`src/rtl/hazard_redirect_ctrl.sv`:
```
// hazard_redirect_ctrl
// Front-end hazard and redirect control for the IF/ID boundary. Decodes the
// instruction in ID, compares its sources against the EX load destination,
// and chooses between branch redirect, load-use replay, halt freeze or
// normal flow. A small FSM covers the boot redirect and the one-cycle squash
// that follows every redirect. Event counters saturate at all-ones.
module hazard_redirect_ctrl #(
  parameter logic [15:0] BOOT_PC = 16'h0000,
  parameter int          CNT_W   = 16
) (
  input  logic             clk,
  input  logic             reset,
  input  logic [31:0]      instr_D,
  input  logic [15:0]      pc_D,
  input  logic             ex_mem_read,
  input  logic [4:0]       ex_rd,
  input  logic             ex_branch_taken,
  input  logic [15:0]      ex_branch_target,
  input  logic             halt_req,
  output logic             pc_src,
  output logic [15:0]      dest_pc,
  output logic             pc_write_zero,
  output logic             IFID_pipeline_write_zero,
  output logic             idex_flush,
  output logic [CNT_W-1:0] stall_cnt,
  output logic [CNT_W-1:0] flush_cnt,
  output logic [CNT_W-1:0] halt_cnt
);

  typedef enum logic [1:0] {
    ST_BOOT   = 2'd0,
    ST_RUN    = 2'd1,
    ST_SQUASH = 2'd2
  } state_t;

  state_t           r_state;
  state_t           w_next;
  logic             w_uses_rs1;
  logic             w_uses_rs2;
  logic             w_load_use;
  logic             w_inc_stall;
  logic             w_inc_flush;
  logic             w_inc_halt;
  logic [CNT_W-1:0] r_stall_cnt;
  logic [CNT_W-1:0] r_flush_cnt;
  logic [CNT_W-1:0] r_halt_cnt;

  wire [6:0] w_opcode = instr_D[6:0];
  wire [4:0] w_rs1    = instr_D[19:15];
  wire [4:0] w_rs2    = instr_D[24:20];

  // Saturating increment: holds at all-ones instead of wrapping.
  function automatic logic [CNT_W-1:0] sat_inc(input logic [CNT_W-1:0] v);
    if (v == {CNT_W{1'b1}}) begin
      return v;
    end else begin
      return v + {{(CNT_W-1){1'b0}}, 1'b1};
    end
  endfunction

  // Decode which source registers the ID instruction actually reads.
  always_comb begin
    w_uses_rs1 = 1'b0;
    w_uses_rs2 = 1'b0;
    case (w_opcode)
      7'b0110011: begin w_uses_rs1 = 1'b1; w_uses_rs2 = 1'b1; end
      7'b0100011: begin w_uses_rs1 = 1'b1; w_uses_rs2 = 1'b1; end
      7'b1100011: begin w_uses_rs1 = 1'b1; w_uses_rs2 = 1'b1; end
      7'b0010011: w_uses_rs1 = 1'b1;
      7'b0000011: w_uses_rs1 = 1'b1;
      7'b1100111: w_uses_rs1 = 1'b1;
      default: begin w_uses_rs1 = 1'b0; w_uses_rs2 = 1'b0; end
    endcase
  end

  assign w_load_use = ex_mem_read && (ex_rd != 5'd0) &&
                      ((w_uses_rs1 && (ex_rd == w_rs1)) ||
                       (w_uses_rs2 && (ex_rd == w_rs2)));

  // Next-state and prioritised control outputs (redirect > replay > halt).
  always_comb begin
    w_next                   = r_state;
    pc_src                   = 1'b0;
    dest_pc                  = 16'h0000;
    pc_write_zero            = 1'b0;
    IFID_pipeline_write_zero = 1'b0;
    idex_flush               = 1'b0;
    w_inc_stall              = 1'b0;
    w_inc_flush              = 1'b0;
    w_inc_halt               = 1'b0;
    if (reset) begin
      // Bubbles into both stages while held in reset; no PC movement.
      IFID_pipeline_write_zero = 1'b1;
      idex_flush               = 1'b1;
      w_next                   = ST_BOOT;
    end else begin
      case (r_state)
        ST_BOOT: begin
          pc_src                   = 1'b1;
          dest_pc                  = BOOT_PC;
          IFID_pipeline_write_zero = 1'b1;
          idex_flush               = 1'b1;
          w_next                   = ST_SQUASH;
        end
        ST_RUN: begin
          if (ex_branch_taken) begin
            // ID holds a wrong-path instruction, so any load-use is moot.
            pc_src                   = 1'b1;
            dest_pc                  = ex_branch_target;
            IFID_pipeline_write_zero = 1'b1;
            idex_flush               = 1'b1;
            w_inc_flush              = 1'b1;
            w_next                   = ST_SQUASH;
          end else if (w_load_use) begin
            // Replay: refetch the dependent instruction two cycles later.
            pc_src                   = 1'b1;
            dest_pc                  = pc_D;
            IFID_pipeline_write_zero = 1'b1;
            idex_flush               = 1'b1;
            w_inc_stall              = 1'b1;
            w_next                   = ST_SQUASH;
          end else if (halt_req) begin
            pc_write_zero            = 1'b1;
            IFID_pipeline_write_zero = 1'b1;
            w_inc_halt               = 1'b1;
            w_next                   = ST_RUN;
          end else begin
            w_next                   = ST_RUN;
          end
        end
        ST_SQUASH: begin
          // EX and ID hold bubbles here; only a halt can act.
          w_next = ST_RUN;
          if (halt_req) begin
            pc_write_zero            = 1'b1;
            IFID_pipeline_write_zero = 1'b1;
            w_inc_halt               = 1'b1;
          end else begin
            pc_write_zero            = 1'b0;
          end
        end
        default: begin
          // Unreachable encoding: bubble the pipe and restart via BOOT.
          IFID_pipeline_write_zero = 1'b1;
          idex_flush               = 1'b1;
          w_next                   = ST_BOOT;
        end
      endcase
    end
  end

  // State register; reset forces BOOT.
  always_ff @(posedge clk) begin
    if (reset) begin
      r_state <= ST_BOOT;
    end else begin
      r_state <= w_next;
    end
  end

  // Saturating event counters, cleared by reset.
  always_ff @(posedge clk) begin
    if (reset) begin
      r_stall_cnt <= {CNT_W{1'b0}};
      r_flush_cnt <= {CNT_W{1'b0}};
      r_halt_cnt  <= {CNT_W{1'b0}};
    end else begin
      if (w_inc_stall) r_stall_cnt <= sat_inc(r_stall_cnt);
      if (w_inc_flush) r_flush_cnt <= sat_inc(r_flush_cnt);
      if (w_inc_halt)  r_halt_cnt  <= sat_inc(r_halt_cnt);
    end
  end

  assign stall_cnt = r_stall_cnt;
  assign flush_cnt = r_flush_cnt;
  assign halt_cnt  = r_halt_cnt;

endmodule

```
`config.mk`:
```
export PLATFORM = sky130hd
export DESIGN_NAME = hazard_redirect_ctrl
export DESIGN_NICKNAME = d
export VERILOG_FILES = /design/src/rtl/hazard_redirect_ctrl.sv
export SDC_FILE = /design/constraint.sdc
export NUM_CORES = 1
export LEC_CHECK = 0
export BUFFER_PORTS_ARGS = -buffer_cell sky130_fd_sc_hd__buf_2
export CAP_MARGIN = 20
export CORE_UTILIZATION = 42
export DETAILED_ROUTE_END_ITERATION = 8
export PLACE_DENSITY = 0.75
export SLEW_MARGIN = 20
export SYNTH_ARGS = -nofsm -noshare
export SYNTH_HDL_FRONTEND = slang
export SYNTH_SLANG_ARGS = --single-unit
```
`constraint.sdc`:
```
create_clock -name clk -period 2.1 [get_ports clk]
set_input_delay 0.21 -clock clk [delete_from_list [all_inputs] [get_ports clk]]
set_output_delay 0.21 -clock clk [all_outputs]
set_load 0.02 [all_outputs]
```
* After elaboration in Yosys (flattened, before gate mapping)
Cells that the tools add are included.
** Storage, ports and cells
- Bits of input ports :: 74
- Register bits after elaboration :: 50
- Output and inout port bits :: 68
** Cells by class
- Bitwise gates (word level) :: 3
- Mux-type cells :: 30
- Reductions and logical operators :: 12
- Add/subtract/negate cells :: 3
- Equality and inequality tests :: 13
** Operator list (number)
- 16-bit two-way mux :: 4
- 16-bit by 1-bit adder with 16-bit output, second input constant :: 3
- 16-bit == test, second input constant :: 3
- 1-bit two-way mux :: 19
- 7-bit by 6-bit == test with 1-bit output, second input constant :: 2
- 7-bit == test, second input constant :: 2
- 5-bit == test :: 2
- 1-bit one-hot mux with 2 select lines :: 4
- 7-bit by 2-bit == test with 1-bit output, second input constant :: 1
- 7-bit by 5-bit == test with 1-bit output, second input constant :: 1
- 2-bit one-hot mux with 3 select lines :: 1
- 2-bit AND reduction :: 3
- 6-bit OR reduction :: 1
- 5-bit nonzero test :: 1
- 1-bit logical AND :: 4
- 2-bit two-way mux :: 2
- 1-bit inverter :: 3
- 3-bit OR reduction :: 1
- 2-bit by 1-bit == test with 1-bit output, second input constant :: 1
- 2-bit == test, second input constant :: 1
- 2-bit zero test :: 1
- 1-bit logical OR :: 1

* Logic depth before layout (Yosys ltp)
Gate-level depths: netlist of the first run.
- Word-level depth :: 11
- Depth in mapped cells :: 10

* Worst setup path after synthesis of the first run
Ideal clock, no wire load.
- Path kind :: register to register
- Start :: register r_state[1]
- End :: register r_stall_cnt[13], in the netlist stall_cnt[13]
- Required time :: 2.030 ns
- Arrival time :: 2.197 ns
- Setup slack :: -0.168 ns
- Cell stages (with the launch flop) :: 10
- Library setup time :: 0.070 ns
- Period minus slack after synthesis :: 2.268 ns
- Cells stage by stage :: dfxtp_1 inv_1 ha_1 nor2b_1 nor2b_1 o2111ai_1 or4_1 buf_2 or3_1 a21oi_1
** On the way
- Longest elaborated chain between the ends :: 4
** RTL lines
- start: declaration :: RTL line 36 : state_t r_state;
- start signal: assignment :: RTL line 157 : r_state <= w_next;
- 2-bit by 1-bit == test with 1-bit output :: RTL line 97 : case (r_state)
- 1-bit two-way mux :: RTL line 97
- 1-bit two-way mux :: RTL line 91 : if (reset) begin
- 2-bit AND reduction (no line)
- end signal: assignment :: RTL line 164 : r_stall_cnt <= {CNT_W{1'b0}};
- end signal: assignment :: RTL line 168 : if (w_inc_stall) r_stall_cnt <= sat_inc(r_stall_cnt);
- end: declaration :: RTL line 44 : logic [CNT_W-1:0] r_stall_cnt;
Every way passes these cells.
A chain may end at the register's enable or synchronous reset.

* Worst setup path after layout of the first run
- Start :: register r_state[1]
- End :: output dest_pc[15]
** On the way
- Longest elaborated chain between the ends :: 3
** RTL lines
- 2-bit by 1-bit == test with 1-bit output :: RTL line 97
- 16-bit two-way mux :: RTL line 97
- 16-bit two-way mux :: RTL line 91
- end: declaration :: RTL line 21 : output logic [15:0] dest_pc,
Every way passes these cells.

==> impl_metrics.py, run 1 <==
metrics = {
    "outcome": {
        "status": "finished, violations left",
        "failed_checks": "DRC, setup timing",
    },
    "route": {
        "ant_nets": 0,
        "firstDrtPassIters": 7,
        "drt_iter0_drc": 160,
        "wl_per_cell_um": 15.6,
        "drcViolationCount": 12,
        "routed_wl_mm": 9.42,
        "vias": 3362,
        "vias_per_cell": 5.58,
    },
    "worst_setup_path": {
        "path_cells": "inv_2 -> buf_6 -> ha_4 -> nor2b_4 -> buf_6 -> nand2b_4 -> nor3_4 -> buf_12 -> buf_16 -> a22o_1 -> buf_6",
        "cp_common_cell": "buf_6",
        "crit_buf_inv": 6,
        "max_stage_delay_ps": 340,
        "crit_fanout": 8,
        "path_class": "reg -> out",
        "crit_family": "buffers and inverters",
        "cp-start-kind": "flop",
        "crit_slowest_cell": "dfxtp_2",
        "arrival_ps": 2060,
        "cp.required_ps": 1890,
        "end_kind": "output port",
    },
    "place": {
        "dp_hpwl_mm": 6.23,
        "portBuffers": 126,
        "place_congestion": 0.827,
    },
    "clock_network": {
        "cts.sinks": 50,
        "clock_latency_ps": 320,
        "cts_max_path_buffers": 2,
        "cts_buffers": 5,
        "clk_pin_slew_ps": 100,
        "cts_tree": "yes",
        "cts_max_level": 2,
        "root_buffer": "clkbuf_8",
    },
    "logic_synthesis": {
        "ys_warn_count": 0,
        "ys_seq_area_frac": 0.355,
        "ys_ff_latch": 50,
        "syn_area_um2": 2820,
        "synth_edf_count": 0,
        "yosysUniqueCellTypes": 46,
        "synth_flop_cell": "dfxtp_1",
        "synth_nets": 417,
        "synthArstFlopShare": 0,
        "syn_inst": 336,
        "syn_area_per_cell_um2": 8.40,
    },
    "finish": {
        "drive_gt1_frac": 0.475,
        "final_cell_mix": "107 x buf_2, 61 x buf_4, 48 x dfxtp_1",
        "area_delta_synth_final_pct": 61.0,
        "final_common_cell": "buf_2",
        "fillers": 483,
        "regArea_um2": 1000,
        "final_nets": 606,
        "post-route-util": 0.708,
        "diodes": 0,
        "multi_input_area_um2": 1950,
    },
    "grt": {
        "antenna_found_initial": 0,
        "grt_pass1_wl_mm": 14.4,
        "grt_pass1_vias": 3166,
        "grt_usage": 0.250,
        "grt_start_max_net_pins": 29,
        "gr-total-overflow": 0,
    },
    "sta": {
        "finalClockSkew_ps": 8.22,
        "grt_setup_unrepaired": "true",
        "setup_viol": 28,
        "worst_pin_slew_ps": 365,
        "finalCritPeriodShare": 1.08,
        "drv_slew": 0,
        "max_freq_mhz": 440,
        "fin_ws_ps": -171,
        "hold_viol": 0,
        "holdWs_ps": 415,
        "slew_headroom": 0.755,
        "period_needed_ps": 2270,
        "tns_ps": -3220,
    },
    "power_and_ir_drop": {
        "p_per_area_nw_per_um2": 436,
        "fin_total_pwr_mw": 1.98,
        "p_leak_nw": 2.04,
        "ir_drop_uv": 266,
    },
    "floorplanning": {
        "fp.dieW_um": 84.0,
        "initial_core_util": 0.440,
        "die-area_um2": 7050,
        "design.core.area_um2": 6420,
        "die_h_um": 84.0,
        "rows": 29,
        "ios": 142,
    },
    "flow_run": {
        "max-cap-violations": 0,
    },
    "worst_hold_path": {
        "min_path_type": "in -> reg",
    },
}
-- timing repair --
action	CTS	global route
endpoints found under the setup margin	32	39
cloned	4	0
gates resized for setup	52	38
hold buffers	0	0
buffers inserted	14	4
pin swaps	20	15
-- synth_stat cells (all sizes together) (2+ instances only) --
master | number | area [um2]
nor2b | 5 | 31.3
xnor2 | 7 | 61.3
nor2 | 30 | 113
and2 | 2 | 12.5
nand2 | 19 | 71.3
and4 | 7 | 61.3
and3 | 8 | 50.1
nor4b | 2 | 17.5
nand3 | 24 | 120
inv | 5 | 18.8
nor4 | 4 | 46.3
or3 | 12 | 75.1
a22o | 17 | 149
xor2 | 25 | 219
or4 | 7 | 52.6
nand2b | 6 | 37.5
buf | 3 | 15.0
a21oi | 27 | 135
nand4 | 9 | 56.3
mux2 | 2 | 22.5
o211ai | 2 | 15.0
o31ai | 6 | 45.0
dfxtp | 50 | 1000
o21ai | 17 | 85.1
a41oi | 3 | 26.3
clkbuf | 12 | 45.0
ha | 7 | 87.6
nor3 | 3 | 15.0
-- final cells by class --
class                      instances  share of cell area
multi-input combinational        266               0.429
timing repair buffer             197               0.301
sequential                        50               0.221
clock buffer                       7              0.0212
tap                               77              0.0212
inverter                           5             0.00413
clock inverter                     1             0.00193
-- tightest hold or removal path: stages --
cell	delay (ps)
buf_2	140
buf_4	230
a21oi_2	120
-- state kept, by name, indices dropped and copies added (netlist names) --
signal     cells
halt_cnt      16
r_state        2
stall_cnt     16
flush_cnt     16
-- stage by stage --
step | area [um2] | worst slack [ps] | instances
2_1_floorplan | 2850 | 6.73 | 336
3_3_place_gp | 3900 | -171 | 573
3_5_place_dp | 3900 | -184 | 573
4_1_cts | 4360 | -93.0 | 599
5_1_grt | 4550 | -208 | 603
6_report | 4550 | -171 | 603
-- cells by family (layout without fill, tap and decap cells) --
family	count (synthesis)	count (layout)	share of synthesized area
AND/OR/NAND/NOR	143	143	0.283
flip-flops	50	50	0.355
adder cells (fa/ha/maj)	7	7	0.0310
buffers and inverters	20	210	0.0279
multiplexers	3	3	0.0115
AO/OA/AOI/OAI	81	81	0.192
XOR/XNOR	32	32	0.0993
-- path summary, 6_finish.rpt --
kind	from	to	slack [ps]	cells past startpoint
setup / recovery	r_state[1]	dest_pc[15]	-170	11
setup reg to reg	r_state[1]	stall_cnt[13]	-120	10
hold / removal	reset	halt_cnt[8]	410	3
hold reg to reg	halt_cnt[4]	halt_cnt[4]	500	1
-- report_power, final --
| part | switching [mW] | internal [mW] |
|---|---|---|
| Combinational | 0.184 | 0.192 |
| Clock | 0.342 | 0.303 |
| Sequential | 0.00550 | 0.955 |
| Total | 0.531 | 1.45 |
-- metal layers --
metal | wire, um | vias to the layer above | track usage
li1 | - | 1621 | -
met1 | 3780 | 1577 | 0.289
met2 | 4890 | 143 | 0.462
met3 | 475 | 21 | 0.0346
met4 | 276 | 0 | 0.100
met5 | 0 | - | 0
Power figures use the tool's default switching activity.
==> inputs of run 2 (changes only) <==
- RECOVER_POWER: unset -> 25
==> impl_metrics.py, run 2 (synthesis results as in run 1) <==
metrics = {
    "worst_setup_path": {
        "r2r-start": "r_state[1]",
        "cp-start-kind": "flop",
        "rrSetupSlack_ps": -120,
        "r2r_cells": 10,
        "arrival_ps": 2050,
        "path_class": "reg -> out",
        "end_kind": "output port",
        "crit_fanout": 8,
        "cp_common_cell": "buf_6",
        "path_cells": "inv_2 -> buf_6 -> ha_4 -> nor2b_4 -> buf_6 -> nand2b_4 -> nor3_4 -> buf_12 -> buf_16 -> a22o_1 -> buf_6",
        "max_stage_delay_ps": 340,
        "r2r-end": "stall_cnt[13]",
        "crit_slowest_cell": "dfxtp_2",
        "crit_family": "buffers and inverters",
        "crit_buf_inv": 6,
        "cp.required_ps": 1890,
    },
    "route": {
        "vias": 3380,
        "firstDrtPassIters": 6,
        "drt_iter0_drc": 144,
        "ant_nets": 0,
        "wl_per_cell_um": 15.7,
        "vias_per_cell": 5.61,
        "drcViolationCount": 12,
        "routed_wl_mm": 9.44,
    },
    "power_and_ir_drop": {
        "seq_power_share": 0.486,
        "p_sw_mw": 0.528,
        "fin_total_pwr_mw": 1.98,
        "p_sw_frac": 0.267,
        "p_per_area_nw_per_um2": 438,
        "power.internal_mw": 1.45,
        "pwr-share-comb": 0.190,
        "clock_power_share": 0.324,
        "p_leak_nw": 1.96,
        "ir_drop_uv": 264,
    },
    "worst_hold_path": {
        "min_path_type": "in -> reg",
        "whs_path_depth": 3,
        "min_to": "halt_cnt[2]",
        "hold_start": "reset",
    },
    "grt": {
        "grt_pass1_vias": 3166,
        "antenna_found_initial": 0,
        "grt_pass1_wl_mm": 14.4,
        "gr-total-overflow": 0,
        "grt_usage": 0.250,
        "grt_start_max_net_pins": 29,
    },
    "sta": {
        "holdWs_ps": 418,
        "max_freq_mhz": 442,
        "period_needed_ps": 2260,
        "finalCritPeriodShare": 1.08,
        "fin_ws_ps": -165,
        "drv_slew": 0,
        "grt_setup_unrepaired": "true",
        "slew_headroom": 0.758,
        "worst_pin_slew_ps": 360,
        "hold_viol": 0,
        "setup_viol": 28,
        "finalClockSkew_ps": 6.50,
    },
    "floorplanning": {
        "design.core.area_um2": 6420,
        "ios": 142,
        "die_h_um": 84.0,
        "die-area_um2": 7050,
        "fp.dieW_um": 84.0,
        "rows": 29,
        "initial_core_util": 0.440,
    },
    "finish": {
        "area_delta_synth_final_pct": 60.2,
        "diodes": 0,
        "drive_gt1_frac": 0.437,
        "post-route-util": 0.704,
        "final_cell_mix": "87 x buf_2, 61 x buf_4, 48 x dfxtp_1",
        "final_common_cell": "buf_2",
        "final_cell_count_no_fill": 603,
        "final_nets": 606,
    },
    "clock_network": {
        "cts.sinks": 50,
        "hold_buffers": 0,
        "clock_latency_ps": 320,
        "clk_pin_slew_ps": 90,
        "cts_max_level": 2,
        "cts_buffers": 5,
        "root_buffer": "clkbuf_8",
        "cts_tree": "yes",
        "cts_max_path_buffers": 2,
    },
    "outcome": {
        "status": "finished, violations left",
        "failed_checks": "DRC, setup timing",
    },
    "place": {
        "portBuffers": 126,
        "dp_hpwl_mm": 6.23,
        "place_congestion": 0.827,
        "place_inst": 573,
    },
    "flow_run": {
        "max-cap-violations": 0,
    },
}
run 2: tightest hold or removal path, cell delays in order:
cell	delay, ps
buf_2	140
buf_4	230
nor2_1	110
run 2: what timing repair did:
action                                  in CTS  in global routing
buffers inserted                            14                  4
pin swaps                                   20                 15
gates cloned                                 4                  0
resized for setup                           52                 38
endpoints found under the setup margin      32                 39
run 2: final cells by class:
type | count | area (um2)
multi-input combinational | 266 | 1950
fill | 498 | 1900
timing repair buffer | 197 | 1350
sequential | 50 | 1000
clock buffer | 7 | 96.3
tap | 77 | 96.3
inverter | 5 | 18.8
clock inverter | 1 | 8.76
run 2: through the flow:
stage	setup WS, ps	instance area (um2)	setup TNS, ps
floorplan	6.73	2850	0
global placement	-171	3900	-2230
detailed placement	-184	3900	-2700
CTS	-93.0	4360	-886
global route	-208	4520	-4900
finish	-165	4520	-3090
run 2: worst max path at each step:
stage | startpoint | to | slack (ps) | depth (start not counted)
final | r_state[1] | dest_pc[15] | -160 | 11
after global routing | r_state[1] | dest_pc[15] | -210 | 11
after CTS | r_state[1] | stall_cnt[13] | -90 | 10
after detailed placement | ex_rd[2] | stall_cnt[13] | -180 | 8
after global placement | ex_rd[2] | stall_cnt[13] | -170 | 8
after floorplan | r_state[1] | stall_cnt[13] | 7 | 9
run 2: metal layers:
metal	routed length, um	global-route usage	vias to the layer above	part of all wire
li1	-	-	1619	-
met1	3750	0.289	1590	0.40
met2	4890	0.462	148	0.52
met3	507	0.0346	23	0.054
met4	290	0.100	0	0.031
met5	0	0	-	0
run 2: power by group through the flow:
stage / logic, mW / registers, mW / clock network [mW]
6_report: 0.377 / 0.961 / 0.640
5_1_grt: 0.398 / 0.961 / 0.684
3_3_place_gp: 0.271 / 0.981 / 0
3_5_place_dp: 0.279 / 0.981 / 0
4_1_cts: 0.320 / 0.960 / 0.659
2_1_floorplan: 0.126 / 0.985 / 0
